--- config.mk ---
export PLATFORM = sky130hd
export DESIGN_NAME = imem_prog
export DESIGN_NICKNAME = d
export VERILOG_FILES = /design/src/rtl/imem_pkg.sv /design/src/rtl/imem_load_ctrl.sv /design/src/rtl/imem_prog.sv
export SDC_FILE = /design/constraint.sdc
export NUM_CORES = 2
export LEC_CHECK = 0
export ABC_CLOCK_PERIOD_IN_PS = 4300
export CORE_ASPECT_RATIO = 0.9
export CORE_MARGIN = 2
export CORE_UTILIZATION = 54
export DETAILED_ROUTE_END_ITERATION = 8
export GPL_TIMING_DRIVEN = 0
export PLACE_DENSITY = 0.73
export SYNTH_ARGS = -nofsm -noshare
export SYNTH_HDL_FRONTEND = slang
export SYNTH_HIERARCHICAL = 1
export SYNTH_SLANG_ARGS = --single-unit
--- constraint.sdc ---
create_clock -name clk -period 4.3 [get_ports clk]
set_input_delay 0.86 -clock clk [delete_from_list [all_inputs] [get_ports clk]]
set_output_delay 0.86 -clock clk [all_outputs]
set_load 0.05 [all_outputs]
--- src/rtl/imem_pkg.sv ---
// rtl/imem_pkg.sv - shared types, constants and helpers for the programmable instruction memory
// Defines the load-state encoding, the NOP fetch word and an even-parity helper.
package imem_pkg;

  typedef enum logic [1:0] {
    IDLE = 2'd0,
    LOAD = 2'd1,
    DONE = 2'd2
  } imem_state_t;

  localparam logic [31:0] NOP_WORD = 32'h0000_0000;

  // Callers zero-extend narrower words; zeros do not change the parity.
  function automatic logic even_parity(input logic [63:0] d);
    return ^d;
  endfunction

endpackage

--- src/rtl/imem_load_ctrl.sv ---
// rtl/imem_load_ctrl.sv - load-port FSM and word counter for imem_prog
// Turns prog_start/valid/last beats into RAM write strobes and the done flag.
module imem_load_ctrl
  import imem_pkg::*;
#(
  parameter int DEPTH = 64
) (
  input  logic                       clk,
  input  logic                       reset,
  input  logic                       i_prog_start,
  input  logic                       i_prog_valid,
  input  logic                       i_prog_last,
  output logic                       o_wr_en,
  output logic [$clog2(DEPTH)-1:0]   o_wr_idx,
  output logic                       o_prog_ready,
  output logic                       o_prog_done,
  output logic [$clog2(DEPTH):0]     o_prog_count
);

  localparam int IW = $clog2(DEPTH);
  localparam int CW = IW + 1;

  imem_state_t    r_state;
  imem_state_t    w_state_nxt;
  logic [CW-1:0]  r_count;
  logic [CW-1:0]  w_count_nxt;
  logic           w_beat;

  always_ff @(posedge clk) begin
    if (reset) begin
      r_state <= IDLE;
      r_count <= '0;
    end else begin
      r_state <= w_state_nxt;
      r_count <= w_count_nxt;
    end
  end

  always_comb begin
    w_state_nxt = r_state;
    w_count_nxt = r_count;
    w_beat      = (r_state == LOAD) && i_prog_valid;
    case (r_state)
      IDLE, DONE: begin
        if (i_prog_start) begin
          w_state_nxt = LOAD;
          w_count_nxt = '0;
        end
      end
      LOAD: begin
        // A restart wins over prog_last; a coincident beat becomes word 0.
        if (i_prog_start) begin
          w_count_nxt = w_beat ? CW'(1) : '0;
        end else if (w_beat) begin
          w_count_nxt = r_count + CW'(1);
          if (i_prog_last || (r_count == CW'(DEPTH - 1))) begin
            w_state_nxt = DONE;
          end
        end
      end
      default: begin
        w_state_nxt = IDLE;
        w_count_nxt = '0;
      end
    endcase
  end

  assign o_wr_en      = w_beat;
  assign o_wr_idx     = i_prog_start ? '0 : r_count[IW-1:0];
  assign o_prog_ready = (r_state == LOAD);
  assign o_prog_done  = (r_state == DONE);
  assign o_prog_count = r_count;

endmodule

--- src/rtl/imem_prog.sv ---
// rtl/imem_prog.sv - instruction memory with combinational fetch and a streamed programming port
// Optional stored-word parity is enabled by defining IMEM_PARITY_EN.
module imem_prog
  import imem_pkg::*;
#(
  parameter int DATA_W = 32,
  parameter int DEPTH  = 64,
  localparam int ADDR_W = $clog2(DEPTH) + 2
) (
  input  logic                      clk,
  input  logic                      reset,
  input  logic [ADDR_W-1:0]         addr,
  output logic [DATA_W-1:0]         read_data,
  output logic                      addr_err,
  output logic                      parity_err,
  input  logic                      prog_start,
  input  logic                      prog_valid,
  input  logic                      prog_last,
  input  logic [DATA_W-1:0]         prog_data,
  output logic                      prog_ready,
  output logic                      prog_done,
  output logic [$clog2(DEPTH):0]    prog_count
);

  localparam int IW = $clog2(DEPTH);
`ifdef IMEM_PARITY_EN
  localparam int RW = DATA_W + 1;
`else
  localparam int RW = DATA_W;
`endif

  logic [RW-1:0]  r_mem [DEPTH];
  logic           w_wr_en;
  logic [IW-1:0]  w_wr_idx;
  logic [IW-1:0]  w_rd_idx;
  logic [RW-1:0]  w_wr_word;
  logic [RW-1:0]  w_rd_word;

  imem_load_ctrl #(
    .DEPTH(DEPTH)
  ) u_load_ctrl (
    .clk          (clk),
    .reset        (reset),
    .i_prog_start (prog_start),
    .i_prog_valid (prog_valid),
    .i_prog_last  (prog_last),
    .o_wr_en      (w_wr_en),
    .o_wr_idx     (w_wr_idx),
    .o_prog_ready (prog_ready),
    .o_prog_done  (prog_done),
    .o_prog_count (prog_count)
  );

`ifdef IMEM_PARITY_EN
  assign w_wr_word = {even_parity(64'(prog_data)), prog_data};
`else
  assign w_wr_word = prog_data;
`endif

  // RAM is deliberately not reset so a partial load survives a core reset.
  always_ff @(posedge clk) begin
    if (w_wr_en) begin
      r_mem[w_wr_idx] <= w_wr_word;
    end
  end

  assign w_rd_idx  = addr[ADDR_W-1:2];
  assign w_rd_word = r_mem[w_rd_idx];
  assign read_data = prog_done ? w_rd_word[DATA_W-1:0] : DATA_W'(NOP_WORD);
  assign addr_err  = (addr[1:0] != 2'b00);

`ifdef IMEM_PARITY_EN
  assign parity_err = prog_done && (^w_rd_word);
`else
  assign parity_err = 1'b0;
`endif

endmodule

==> flow_metrics.tcl <==
set metrics [dict create \
    outcome "finished with violations" \
    violations "negative setup slack" \
    synth_top_cells_by_area "edfxtp_1, mux4_2, mux2i_1, mux2_2, a22oi_1" \
    end_kind "output pin" \
    fin_crit_sh_pct 104.7 \
    clock_skew_ns 0.03407 \
    grt_overflow 0 \
    postRouteAntennaNets 0 \
    grt_max_degree 65 \
    startpoint_type "input port" \
    pin_count 88 \
    clock_sinks 2057 \
    drtIter0Drc 9230 \
    powerDensity_nw_per_um2 437.2 \
    grt_usage_pct 36.38 \
    arrival_ns 3.64 \
    hp-class "in2reg" \
    synthArstFlopShare_pct 0 \
    start_util_pct 54.33 \
    synth.yosys.seq_area_share_pct 77.87 \
    cts_tree "built" \
    synth_cells 3483 \
    required_ns 3.44 \
    cts_made_buffers 191 \
    place.gp.congestion 0.9024 \
    fmax_mhz 222.1 \
    clockRootBuffer "clkbuf_16" \
    vias_per_cell 7.406 \
    rrSetupSlack_ns 0.46 \
    hold_buffers 0 \
    finalSetupViolations 21 \
    cts.reportedPaths.clkPinSlew_ns 0.06 \
    grt_pass1_vias 42370 \
    cts_buffer_depth 3 \
    pre_cts_ws_ns -2.404 \
    drc_errors 0 \
    hpwl_um 174800 \
    vias 44580 \
    antenna_found_initial 14 \
    irDropWorstVdd_v 0.0003925 \
    fin_setup_tns_ns -1.518 \
    drive_gt1_share_pct 34.11 \
    maxCapViolCount 0 \
    synth_top_area_share_pct 77.64 \
    dieHeight_um 367.3 \
    final_util_pct 64.14 \
    core_um2 145800 \
    post-route-min-period_ns 4.502 \
    cp_max_fo 10 \
    slew_viol_final 0 \
    clock_latency_ns 0.86 \
    setup_ws_ns -0.2019 \
    leakage_nw 29.51 \
    grt_pass1_wl_um 361800 \
    holdWs_ns 0.3066 \
    synth-seq-cells 2057 \
    syn_area_um2 79210 \
    drt_wl_total_um 274500 \
    dr.pass1.iters 8 \
    path_class "in2out" \
    synth_edf_count 2048 \
    synth_nets 3529 \
    yosys.area.top_type "edfxtp_1" \
    fin_nets 3953 \
    detail_route.wl_per_cell_um 45.61 \
    synth_ff_type "edfxtp_1" \
    syn_avg_cell_area_um2 22.74 \
    htreeDepth 4 \
    rows 133 \
    final-hold-violation-count 0 \
    ys_types 65 \
    die_x_um 407.7 \
    synthToLayoutAreaGrowth_pct 18.05 \
    max-slew-margin-rel_pct 25.87 \
    io_buffers 82 \
    die-area_um2 149800 \
    rsz0062_at_grt "yes" \
    worst_pin_slew_ns 1.112 \
    yosys_warnings 6 \
]
-- synthesized netlist by cell type, drive strengths merged (5+ instances only) --
cell type,number
a211o,8
a211oi,23
a21oi,38
a221oi,12
a22o,10
a22oi,59
a31oi,5
a32oi,5
and2,8
buf,132
clkbuf,57
dfxtp,9
edfxtp,2048
inv,8
mux2,51
mux2i,127
mux4,505
nand2,71
nand2b,11
nand3,14
nor2,112
nor2b,34
nor3,14
nor4,8
o211ai,8
o21ai,20
o221ai,5
o22ai,34
o31ai,5
or2,5
-- final timing paths --
path / cells after the start / endpoint / startpoint
max reg2reg: 6 / r_mem[19][12] / u_load_ctrl/o_prog_count[1]
max: 9 / read_data[30] / addr[3]
min: 1 / r_mem[41][18] / prog_data[18]
min reg2reg: 1 / u_load_ctrl/o_prog_count[5] / u_load_ctrl/o_prog_count[5]
-- layout make-up --
| cell class | count | area (um2) |
|---|---|---|
| antenna | 8 | 20.02 |
| buffer | 181 | 2242 |
| clock buffer | 248 | 5121 |
| clock inverter | 92 | 747.0 |
| fill | 9238 | 52270 |
| inverter | 8 | 45.04 |
| multi-input combinational | 1229 | 17620 |
| sequential | 2057 | 61680 |
| tap | 1957 | 2449 |
| timing repair buffer | 239 | 3577 |
-- flip-flops by register name, summed over array words and instances, names as in the netlist --
signal                    cells
u_load_ctrl/o_prog_count      7
r_mem                      2048
u_load_ctrl/r_state           2
-- through the flow --
| step | power, W | area (um2) | std cells |
|---|---|---|---|
| floorplan | 0.02352 | 79210 | 3483 |
| detailed placement | 0.02461 | 85660 | 5663 |
| global route | 0.04151 | 93480 | 6012 |
| global placement | 0.02455 | 82480 | 5522 |
| finish | 0.04088 | 93500 | 6019 |
| CTS | 0.04058 | 93040 | 6005 |
-- cell usage in the layout, fill, tap and decap left out, types with 22 or more instances in the layout --
cell,count
edfxtp_1,2048
mux4_2,505
clkbuf_16,200
buf_12,138
mux2i_1,109
nor2_4,66
buf_6,61
clkbuf_1,59
nand2_1,59
a22oi_1,56
buf_2,50
mux2_2,49
buf_4,47
clkinv_1,46
nor2_1,40
buf_8,32
nor2b_1,29
a21oi_1,28
o22ai_1,27
clkinv_2,24
buf_16,22
-- power by group --
part | total (W) | leakage [nW] | switching [W] | internal [W]
Clock | 0.0164 | 2.85 | 0.00745 | 0.00891
Combinational | 0.00246 | 8.17 | 0.00159 | 0.000873
Sequential | 0.0221 | 18.5 | 0.00000636 | 0.0220
-- metal layers --
layer	GRT usage (%)	up-vias	part of all wire (%)
met4	21.00	22	7.1
met2	51.49	4976	43
met5	0.3512	-	0.13
li1	-	15680	-
met1	47.15	22830	32
met3	15.88	1077	18
-- critical path, stage by stage --
cell and delay [ns]:
clkbuf_4 0.19, buf_6 0.23, buf_2 0.40, mux4_2 0.36
mux2i_1 0.22, mux2i_1 0.29, a2111oi_1 0.66, a21oi_2 0.15
buf_4 0.26
-- timing repair --
item / in CTS / in global routing
hold endpoints to repair: 0 / 0
cloned: 0 / 1
pin swaps: 10 / 16
resized for setup: 573 / 111
setup buffers: 10 / 5
setup endpoints to repair: 32 / 29
-- logic make-up after synthesis --
family | synth area share, %
simple gates | 1.708
buf+inv | 1.436
compound gates | 2.242
xor+xnor | 0.03318
flops | 77.87
mux | 16.69
other cells | 0.004734
fa+ha+maj | 0.01579
Note: power is estimated with default switching activity, not from simulation.
